--- src/rtl/packet_injector_if.sv ---
// Router-facing handshake bundle: per-port packet data and valid from the injector,
// per-port ready back from the router.
interface packet_injector_if;
  logic [5:0]  valid;
  logic [5:0]  ready;
  logic [23:0] packet_out0;
  logic [23:0] packet_out1;
  logic [23:0] packet_out2;
  logic [23:0] packet_out3;
  logic [23:0] packet_out4;
  logic [23:0] packet_out5;

  modport master (
    output valid,
    output packet_out0,
    output packet_out1,
    output packet_out2,
    output packet_out3,
    output packet_out4,
    output packet_out5,
    input  ready
  );

  modport slave (
    input  valid,
    input  packet_out0,
    input  packet_out1,
    input  packet_out2,
    input  packet_out3,
    input  packet_out4,
    input  packet_out5,
    output ready
  );
endinterface

--- src/rtl/packet_injector.sv ---
// Operator packet source: assembles six hex nibbles, queues {dest, packet} in a FIFO and
// presents the head packet on the matching router port with valid/ready.
module packet_injector #(
  parameter int unsigned DEPTH = 4
) (
  input  logic                       clock,
  input  logic                       clear_n,
  input  logic [3:0]                 nibble_in,
  input  logic [2:0]                 dest,
  input  logic                       load,
  input  logic                       send,
  input  logic                       abort,
  packet_injector_if.master          bus,
  output logic [2:0]                 nibble_count,
  output logic [$clog2(DEPTH+1)-1:0] fifo_count,
  output logic                       err
);
  localparam int unsigned PtrW = $clog2(DEPTH);
  localparam int unsigned CntW = $clog2(DEPTH + 1);
  localparam logic [2:0]  NibFull = 3'd6;
  localparam logic [2:0]  MaxDest = 3'd5;

  logic            load_q, send_q;
  logic            load_rise, send_rise;
  logic [23:0]     asm_q, asm_d;
  logic [2:0]      nib_q, nib_d;
  logic            err_q, err_d;
  logic [PtrW-1:0] wr_ptr_q, wr_ptr_d, rd_ptr_q, rd_ptr_d;
  logic [CntW-1:0] cnt_q, cnt_d;
  logic [26:0]     mem [DEPTH];
  logic [26:0]     head;
  logic            full, empty, push, pop;
  logic [5:0]      valid_w;

  assign load_rise = load & ~load_q;
  assign send_rise = send & ~send_q;
  assign full      = (cnt_q == CntW'(DEPTH));
  assign empty     = (cnt_q == '0);
  assign head      = mem[rd_ptr_q];

  // Assembler and commit; abort wins, then a send on a full assembler, then a load.
  always_comb begin
    asm_d = asm_q;
    nib_d = nib_q;
    err_d = err_q;
    push  = 1'b0;
    if (abort) begin
      asm_d = '0;
      nib_d = '0;
      err_d = 1'b0;
    end else if (send_rise && nib_q == NibFull) begin
      if (dest <= MaxDest && !full) begin
        push  = 1'b1;
        asm_d = '0;
        nib_d = '0;
      end else begin
        err_d = 1'b1;
      end
    end else if (load_rise && nib_q < NibFull) begin
      asm_d = {asm_q[19:0], nibble_in};
      nib_d = nib_q + 3'd1;
    end
  end

  // Valid depends only on registered FIFO state, never on ready.
  always_comb begin
    valid_w = '0;
    for (int i = 0; i < 6; i++) begin
      valid_w[i] = !empty && (head[26:24] == 3'(i));
    end
  end

  assign pop = |(valid_w & bus.ready);

  always_comb begin
    wr_ptr_d = push ? wr_ptr_q + PtrW'(1) : wr_ptr_q;
    rd_ptr_d = pop  ? rd_ptr_q + PtrW'(1) : rd_ptr_q;
    cnt_d    = cnt_q + CntW'(push) - CntW'(pop);
  end

  always_ff @(posedge clock or negedge clear_n) begin
    if (!clear_n) begin
      load_q   <= 1'b0;
      send_q   <= 1'b0;
      asm_q    <= '0;
      nib_q    <= '0;
      err_q    <= 1'b0;
      wr_ptr_q <= '0;
      rd_ptr_q <= '0;
      cnt_q    <= '0;
    end else begin
      load_q   <= load;
      send_q   <= send;
      asm_q    <= asm_d;
      nib_q    <= nib_d;
      err_q    <= err_d;
      wr_ptr_q <= wr_ptr_d;
      rd_ptr_q <= rd_ptr_d;
      cnt_q    <= cnt_d;
    end
  end

  // Storage needs no reset: contents are only visible while the count says occupied.
  always_ff @(posedge clock) begin
    if (push) begin
      mem[wr_ptr_q] <= {dest, asm_q};
    end
  end

  assign bus.valid       = valid_w;
  assign bus.packet_out0 = valid_w[0] ? head[23:0] : 24'h000000;
  assign bus.packet_out1 = valid_w[1] ? head[23:0] : 24'h000000;
  assign bus.packet_out2 = valid_w[2] ? head[23:0] : 24'h000000;
  assign bus.packet_out3 = valid_w[3] ? head[23:0] : 24'h000000;
  assign bus.packet_out4 = valid_w[4] ? head[23:0] : 24'h000000;
  assign bus.packet_out5 = valid_w[5] ? head[23:0] : 24'h000000;
  assign nibble_count    = nib_q;
  assign fifo_count      = cnt_q;
  assign err             = err_q;
endmodule

--- src/flat_wrapper.sv ---
// flat-port wrapper written by rule: the top's interface ports become plain ports
module packet_injector_flat 
#(
  parameter int unsigned DEPTH = 4
)
  (clock, clear_n, nibble_in, dest, load, send, abort, nibble_count, fifo_count, err, bus_valid, bus_packet_out0, bus_packet_out1, bus_packet_out2, bus_packet_out3, bus_packet_out4, bus_packet_out5, bus_ready);
  packet_injector_if bus_i ();
  input  logic clock;
  input  logic clear_n;
  input  logic [3:0] nibble_in;
  input  logic [2:0] dest;
  input  logic load;
  input  logic send;
  input  logic abort;
  output logic [2:0] nibble_count;
  output logic [$clog2(DEPTH+1)-1:0] fifo_count;
  output logic err;
  output wire logic [$bits(bus_i.valid)-1:0] bus_valid;
  output wire logic [$bits(bus_i.packet_out0)-1:0] bus_packet_out0;
  output wire logic [$bits(bus_i.packet_out1)-1:0] bus_packet_out1;
  output wire logic [$bits(bus_i.packet_out2)-1:0] bus_packet_out2;
  output wire logic [$bits(bus_i.packet_out3)-1:0] bus_packet_out3;
  output wire logic [$bits(bus_i.packet_out4)-1:0] bus_packet_out4;
  output wire logic [$bits(bus_i.packet_out5)-1:0] bus_packet_out5;
  input wire logic [$bits(bus_i.ready)-1:0] bus_ready;
  assign bus_valid = bus_i.valid;
  assign bus_packet_out0 = bus_i.packet_out0;
  assign bus_packet_out1 = bus_i.packet_out1;
  assign bus_packet_out2 = bus_i.packet_out2;
  assign bus_packet_out3 = bus_i.packet_out3;
  assign bus_packet_out4 = bus_i.packet_out4;
  assign bus_packet_out5 = bus_i.packet_out5;
  assign bus_i.ready = bus_ready;
  packet_injector #(.DEPTH(DEPTH)) u_core (.clock(clock), .clear_n(clear_n), .nibble_in(nibble_in), .dest(dest), .load(load), .send(send), .abort(abort), .bus(bus_i), .nibble_count(nibble_count), .fifo_count(fifo_count), .err(err));
endmodule
--- config.mk ---
export PLATFORM = sky130hd
export DESIGN_NAME = packet_injector_flat
export DESIGN_NICKNAME = d
export VERILOG_FILES = /design/src/rtl/packet_injector_if.sv /design/src/rtl/packet_injector.sv /design/src/flat_wrapper.sv
export SDC_FILE = /design/constraint.sdc
export NUM_CORES = 1
export LEC_CHECK = 0
export ABC_AREA = 1
export BUFFER_PORTS_ARGS = -buffer_cell sky130_fd_sc_hd__clkbuf_2
export CAP_MARGIN = 30
export CORE_MARGIN = 2
export CORE_UTILIZATION = 45
export CTS_BUF_LIST = sky130_fd_sc_hd__clkbuf_4
export DETAILED_ROUTE_END_ITERATION = 8
export PLACE_DENSITY = 0.69
export SYNTH_ARGS = -nofsm -noshare
export SYNTH_HDL_FRONTEND = slang
export SYNTH_SLANG_ARGS = --single-unit
--- constraint.sdc ---
create_clock -name clock -period 3.4 [get_ports clock]
set_input_delay 0.68 -clock clock [delete_from_list [all_inputs] [get_ports clock]]
set_output_delay 0.68 -clock clock [all_outputs]
set_load 0.005 [all_outputs]
==> results.toml, run 1 <==
[grt]
grt_pass1_wl_um = 25600
grt_pass1_vias = 4823
grt_use_total_pct = 21.1
grt_overflow_total = 0
antenna_found_initial = 1
grt_max_degree = 50

[place]
hpwl_um = 11000
port_buffers = 174
pre_cts_ws_ns = 0.590
place_congestion = 0.803
place_area_mm2 = 0.00762

[timing]
worst_pin_slew_ns = 0.757
hold_viol = 0
rsz0062_at_grt = "false"
fin_crit_sh_pct = 93.3
slew_headroom_pct = 49.5
fmax_mhz = 315
final-max-slew-violation-count = 0
fin_skew_ns = 0.0179
fin_crit_ns = 3.17
fin_ws_ns = 0.227
setup_violations = 0
tns_ns = 0

[cells_and_area]
fin_area_mm2 = 0.00797
final_core_util_pct = 55.2
final_net_count = 827
synthToLayoutAreaGrowth_pct = 20.6
drive_gt1_share_pct = 33.8

[synth]
netlist_top_cells_count = "nor2_1, edfxtp_1, nand2_1, inv_1, dfrtp_1"
ys_seq_elements = 145
synthTopCellsByArea = "edfxtp_1, dfrtp_1, nor2_1, nand2_1, a32o_1"
synth_top_cell_by_area = "edfxtp_1"
postSynthAreaPerCell_um2 = 10.6
synth_edf_count = 108
yosysMostFrequentCell = "nor2_1"
ys_warn_count = 0
synth_ff_type = "edfxtp_1"
netlist_instances = 626
ys_seq_area_share_pct = 63.1
syn_area_mm2 = 0.00661
synthArstFlopShare_pct = 25.5
synth_cell_type_count = 29
synth_top_area_share_pct = 49.1
syn-num-nets = 653

[clock_tree]
cts_root_buf = "clkbuf_4"
clk-insertion-delay-late_ns = 0.53
clock_sinks = 145
htreeDepth = 4
ctsResizeCount = 0
path_clk_slew_ns = 0.12
ctsHoldBuffers = 0
cts_tree = "built"
clock_path_buffers = 2
cts_setup_buffers = 0
numCtsBuffers = 17

[setup_path]
arrival_ns = 2.49
rrSetupSlack_ns = 0.57
cp.required_ns = 2.72
crit_slowest_cell = "dfrtp_2"
critPathMaxFanout = 49
cp_cell_sequence = "inv_2 -> buf_4 -> nand2_1 -> a32o_1 -> nor2_1 -> clkbuf_2"
start_kind = "flip-flop"
r2r-end = "u_core.fifo_count[2]"
critPathCaptureType = "primary output"
crit-reg2reg-launch = "u_core.rd_ptr_q[0]"
crit_type = "reg -> out"
crit_path_max_incr_delay_ns = 0.50
reg2regPathDepth = 17

[floorplanning]
dieArea_mm2 = 0.0157
die_w_um = 125
die_y_um = 125
rows = 44
ioPinCount = 175
core_mm2 = 0.0144
initial_core_util_pct = 45.8

[status]
status = "finished, final reports clean"

[detailed_routing]
drc = 0
avgRoutedWirePerCell_um = 16.5
avgViaCountPerCell = 5.15
ant_nets = 0
drt-total-wl_um = 16500
first_pass_iters = 5
dr.first_iter.drc_count = 359
vias = 5142

[power_and_ir_drop]
p_per_area_mw_per_mm2 = 764
vdd_drop_max_mv = 0.541
power_mw = 6.09
power_leakage_nw = 3.53

[worst_hold_path]
hp-class = "in -> async"

[flow_run]
max_cap_violations = 0
-- cells by family (layout without fill, tap and decap cells) --
family          after synthesis  count (layout)  synth area share, %
simple gates                296             296                 19.5
flops                       145             145                 63.1
buf+inv                      93             280                 6.70
compound gates               79              79                 8.33
fa+ha+maj                     9               9                 1.82
xor+xnor                      4               4                0.530
other cells                   0               1                    0
-- worst max-delay path by stage --
stage                             from                   end  slack, ns  cells past startpoint
global placement    u_core.rd_ptr_q[0]  u_core.fifo_count[2]       0.76                     17
CTS                 u_core.rd_ptr_q[0]    bus_packet_out5[3]       0.18                      6
floorplan                         send      u_core.mem[0][0]       0.44                      8
detailed placement  u_core.rd_ptr_q[0]  u_core.fifo_count[2]       0.59                     17
global route        u_core.rd_ptr_q[0]    bus_packet_out5[3]       0.08                      6
finish              u_core.rd_ptr_q[0]    bus_packet_out5[3]       0.23                      6
-- area by class of cell --
cell class / count / area (µm²)
Clock inverter: 12 / 190
Sequential cell: 145 / 4170
Tap cell: 184 / 230
Multi-Input combinational cell: 388 / 2010
Timing Repair Buffer: 189 / 996
Inverter: 59 / 221
Clock buffer: 20 / 150
Antenna cell: 1 / 2.50
Fill cell: 1284 / 6460
-- report_power, final --
group	internal (mW)	total [mW]	switching, mW
Clock	0.675	1.26	0.584
Combinational	0.968	2.84	1.87
Sequential	1.93	1.99	0.0581
-- through the flow --
stage                     std cells  hold WS [ns]
after global routing            998        0.0249
final                           998        0.0687
after global placement          964         0.483
after detailed placement        965         0.495
after CTS                       997        0.0490
after floorplan                 626         0.384
-- critical path, delay by kind of cell, from the launching register on --
kind,cells,cell delay (ns)
AOI/OAI and AO/OA,1,0.40
buffers and inverters,3,0.77
DFF,1,0.50
and+or+nand+nor,2,0.29
-- registers in the layout, indices dropped and copies added (netlist names) --
name and flops:
u_core.mem 108, u_core.rd_ptr_q 2, u_core.fifo_count 3, u_core.send_q 1, u_core.load_q 1, u_core.err 1, u_core.nibble_count 3, u_core.asm_q 24
u_core.wr_ptr_q 2
-- per-layer routing --
metal | track usage, % | up-vias | share of wire [%]
met5 | 0 | - | 0
met4 | 6.27 | 0 | 1.5
met3 | 4.71 | 24 | 7.0
met2 | 35.5 | 226 | 48
met1 | 27.6 | 2450 | 43
li1 | - | 2442 | -
-- placed cells by master, fill, tap and decap left out, types with 2 or more instances in the layout --
master	instances
clkbuf_2	174
nand2_4	3
o22ai_1	21
inv_1	49
dfrtp_1	36
a21oi_1	25
nand2_2	8
nor2_4	6
clkinv_1	3
nand3_2	3
nor2_1	132
ha_1	8
clkbuf_4	20
bufinv_16	5
clkinvlp_4	2
nor2_2	25
o21ai_0	6
buf_4	14
xor2_1	3
nand3_1	13
inv_2	10
nand2_1	104
edfxtp_1	108
a32o_1	24
(Power assumes the default switching activity.)
==> run 2, diff against run 1 <==
BUFFER_PORTS_ARGS = -buffer_cell sky130_fd_sc_hd__buf_2   (was -buffer_cell sky130_fd_sc_hd__clkbuf_2)
==> run 2 against run 1 <==
Register-to-register slack lost 0.08 ns. Power down 3.5%. Fmax about the same. Final area shrank 1.1%. Non-clock buffer count decreased by 1. First-iteration DRC count up 31%. Setup slack improved by 0.0027 ns. Critical path depth did not move. Hold slack better by 0.20 ns. Wire length decreased by 1.3%. Combinational power about the same. Critical path type unchanged.
==> results.toml, run 2 (synthesized netlist as in run 1, its figures left out) <==
[status]
status = "finished, final reports clean"

[timing]
fin_crit_sh_pct = 93.2
fin_crit_ns = 3.17
final-max-slew-violation-count = 0
rsz0062_at_grt = "false"
hold_viol = 0
hold_ws_ns = 0.271
setup_violations = 0
fin_ws_ns = 0.230
slew_headroom_pct = 39.9
fmax_mhz = 315
worst_pin_slew_ns = 0.901
tns_ns = 0
fin_skew_ns = 0.0176

[grt]
grt_max_degree = 51
antenna_found_initial = 0
grt_pass1_wl_um = 25200
grt_overflow_total = 0
grt_use_total_pct = 20.7
grt_pass1_vias = 4928

[clock_tree]
numCtsBuffers = 17
cts_setup_buffers = 0
clock_sinks = 145
clk-insertion-delay-late_ns = 0.52
clock_path_buffers = 2
cts_root_buf = "clkbuf_4"
cts_tree = "built"
ctsResizeCount = 0
ctsHoldBuffers = 0
htreeDepth = 4
path_clk_slew_ns = 0.12

[setup_path]
r2r-end = "u_core.fifo_count[2]"
crit_type = "reg -> out"
critical_path.endpoint = "bus_packet_out3[3]"
crit_slowest_cell = "dfrtp_1"
cp_cell_sequence = "inv_2 -> buf_4 -> nand2_1 -> a32o_1 -> nor2_1 -> buf_2"
reg2regPathDepth = 16
crit_path_max_incr_delay_ns = 0.51
arrival_ns = 2.49
crit-reg2reg-launch = "u_core.rd_ptr_q[0]"
cp.required_ns = 2.72
critPathCaptureType = "primary output"
start_kind = "flip-flop"
critPathMaxFanout = 49
rrSetupSlack_ns = 0.49
crit_start = "u_core.rd_ptr_q[0]"

[place]
hpwl_um = 10700
pre_cts_ws_ns = 0.580
place_inst = 964
place_congestion = 0.810
place_area_mm2 = 0.00760
port_buffers = 174

[power_and_ir_drop]
vdd_drop_max_mv = 0.343
p_per_area_mw_per_mm2 = 745
power_leakage_nw = 3.63
power_mw = 5.87

[floorplanning]
initial_core_util_pct = 45.8
core_mm2 = 0.0144
die_w_um = 125
die_y_um = 125
dieArea_mm2 = 0.0157
ioPinCount = 175
rows = 44

[cells_and_area]
fin_cells = 996
synthToLayoutAreaGrowth_pct = 19.3
drive_gt1_share_pct = 34.0
final_core_util_pct = 54.6
diodes = 0
layout_common_cells = "buf_2, nor2_1, edfxtp_1"
largest_reg_flops = 108
final_common_cell = "buf_2"
fin_area_mm2 = 0.00788
reg_top3 = "u_core.mem: 108 flops, u_core.asm_q: 24 flops"
regMostFlops = "u_core.mem"
final_net_count = 826

[worst_hold_path]
hp-class = "in -> async"

[detailed_routing]
drc = 0
drt-total-wl_um = 16200
ant_nets = 0
avgRoutedWirePerCell_um = 16.3
vias = 5099
avgViaCountPerCell = 5.12
dr.first_iter.drc_count = 471
first_pass_iters = 5

[flow_run]
max_cap_violations = 0
==> run 2: changes by cell type in the layout (fill, tap and decap cells not counted), sizes merged, moves of 2 or more <==
cell and change:
clkbuf -175, inv +2, bufinv -3, clkinv +3, buf +173
==> run 2: report_power, final <==
part	switching, mW	internal, mW	total, mW
combinational	1.87	0.974	2.84
sequential	0.0570	1.93	1.99
clock	0.591	0.454	1.04
total	2.52	3.36	5.87
==> run 2: how the worst min path moves through the flow <==
stage,slack (ns),cells after the start,endpoint,start
5_1_grt,0.23,1,u_core.send_q,send
6_report,0.27,1,u_core.asm_q[8],clear_n
4_1_cts,0.24,1,u_core.send_q,send
3_3_place_gp,0.48,2,u_core.err,u_core.err
3_5_place_dp,0.50,0,u_core.mem[3][2],u_core.asm_q[2]
2_1_floorplan,0.38,0,u_core.asm_q[0],clear_n
==> run 2: critical path, delay by kind of cell, from the launching register on <==
family | cells | cell delay (ns)
buffers and inverters | 3 | 0.77
DFF | 1 | 0.51
AOI/OAI and AO/OA | 1 | 0.38
and+or+nand+nor | 2 | 0.29
==> run 2: cell type report <==
class                   instances  area [µm²]
flip-flops and latches        145        4170
well taps                     184         230
clock buffers                  19         143
repair buffers                188         976
clock inverters                13         136
inverters                      59         221
multi-input cells             388        2010
fillers                      1289        6540
==> run 2: layer usage <==
| metal | track usage (%) | part of all wire [%] | up-vias |
|---|---|---|---|
| met4 | 6.27 | 1.2 | 0 |
| met5 | 0 | 0 | - |
| li1 | - | - | 2446 |
| met2 | 37.0 | 50 | 198 |
| met1 | 25.8 | 43 | 2436 |
| met3 | 3.77 | 5.8 | 19 |
==> run 3, diff against run 2 <==
RECOVER_POWER = 25   (was not set)
==> run 3 against run 2 <==
The flow now finishes with violations (capacitance limit, slew limit). First-iteration DRC count decreased by 6.2%. Sequential share of layout area barely moved. Core utilization about the same. Critical path depth unchanged. Fmax up 0.30%. Power barely moved. Die area is the same. Largest cell class unchanged.
==> results.toml, run 3 (synthesized netlist as in run 1, its figures left out) <==
[cells_and_area]
drive_gt1_share_pct = 33.4
layout_common_cells = "buf_2, nor2_1, edfxtp_1"
final_common_cell = "buf_2"
diodes = 0
fin_cells = 996
synthToLayoutAreaGrowth_pct = 19.2
regMostFlops = "u_core.mem"
largest_reg_flops = 108
reg_top3 = "u_core.mem: 108 flops, u_core.asm_q: 24 flops"
final_net_count = 826

[detailed_routing]
dr.first_iter.drc_count = 442
first_pass_iters = 5
ant_nets = 0
drt-total-wl_um = 16200
avgRoutedWirePerCell_um = 16.3
drc = 0
vias = 5068
avgViaCountPerCell = 5.09

[floorplanning]
initial_core_util_pct = 45.8
dieArea_mm2 = 0.0157
ioPinCount = 175
die_y_um = 125
rows = 44
die_w_um = 125
core_mm2 = 0.0144

[place]
place_inst = 964
hpwl_um = 10700
port_buffers = 174
place_congestion = 0.810

[timing]
fin_skew_ns = 0.0160
fmax_mhz = 316
fin_crit_sh_pct = 93.0
worst_pin_slew_ns = 2.16
final-max-slew-violation-count = 38
hold_viol = 0
slew_headroom_pct = -44.2
tns_ns = 0
setup_violations = 0
rsz0062_at_grt = "false"
fin_crit_ns = 3.16

[worst_hold_path]
hp-class = "in -> reg"
worstHoldStart = "send"

[setup_path]
critPathCaptureType = "primary output"
cp.required_ns = 2.72
crit_type = "reg -> out"
crit-reg2reg-launch = "u_core.rd_ptr_q[0]"
arrival_ns = 2.48
critPathMaxFanout = 49
start_kind = "flip-flop"
crit_start = "u_core.rd_ptr_q[0]"

[clock_tree]
clock_path_buffers = 2
cts_root_buf = "clkbuf_4"
cts_tree = "built"
path_clk_slew_ns = 0.12
htreeDepth = 4
cts_setup_buffers = 0
clk-insertion-delay-late_ns = 0.52
ctsResizeCount = 0
clock_sinks = 145
numCtsBuffers = 17
ctsHoldBuffers = 0

[grt]
grt_pass1_wl_um = 25200
grt_overflow_total = 0
grt_use_met1_pct = 25.8
grt-busiest-layer = "met2"
grt_use_total_pct = 20.7
grt_use_met3_pct = 3.77
antenna_found_initial = 0
use_met2_pct = 37.0
grt_max_degree = 51
grt_pass1_vias = 4928

[power_and_ir_drop]
vdd_drop_max_mv = 0.343
p_per_area_mw_per_mm2 = 746
power_leakage_nw = 3.61

[status]
violations = "capacitance limit, slew limit"
status = "complete, but fails checks"

[flow_run]
max_cap_violations = 1
run 3: cell type report:
| class | instances | area [µm²] |
|---|---|---|
| Fill cell | 1294 | 6550 |
| Sequential cell | 145 | 4170 |
| Multi-Input combinational cell | 388 | 2010 |
| Timing Repair Buffer | 188 | 970 |
| Tap cell | 184 | 230 |
| Inverter | 59 | 221 |
| Clock buffer | 19 | 143 |
| Clock inverter | 13 | 136 |
run 3: where the power goes:
group / switching, mW / internal [mW]
clock: 0.592 / 0.454
sequential: 0.0565 / 1.93
combinational: 1.87 / 0.973
run 3: critical path, stage by stage (launching register included):
cell,delay (ns)
dfrtp_1,0.50
inv_2,0.18
buf_4,0.47
nand2_1,0.12
a32o_1,0.38
nor2_1,0.17
buf_2,0.13
run 3: path summary, 6_finish.rpt:
kind / cells past startpoint / slack, ns / endpoint
hold reg to reg: 0 / 0.52 / u_core.mem[1][22]
max in group asynchronous: 1 / 1.38 / u_core.wr_ptr_q[0]
min in group asynchronous: 1 / 0.78 / u_core.asm_q[8]
setup reg to reg: 16 / 0.51 / u_core.fifo_count[2]
hold / removal: 1 / 0.28 / u_core.send_q
setup / recovery: 6 / 0.24 / bus_packet_out3[3]
run 3: through the flow:
step | setup slack, ns | instance area [µm²] | utilization [%] | hold slack (ns) | power (mW)
detailed placement | 0.580 | 7600 | 52.7 | 0.500 | 4.88
CTS | 0.194 | 7880 | 54.6 | 0.244 | 5.91
finish | 0.240 | 7880 | 54.6 | 0.275 | 5.87
floorplan | 0.442 | 6610 | - | 0.384 | 3.92
global placement | 0.737 | 7600 | 52.7 | 0.477 | 4.77
global route | 0.0608 | 7880 | 54.6 | 0.232 | 6.28
run 3: layer usage:
| metal | routed length (µm) | share of wire (%) |
|---|---|---|
| met3 | 1000 | 6.2 |
| met4 | 191 | 1.2 |
| met2 | 8070 | 50 |
| met5 | 0 | 0 |
| met1 | 6950 | 43 |
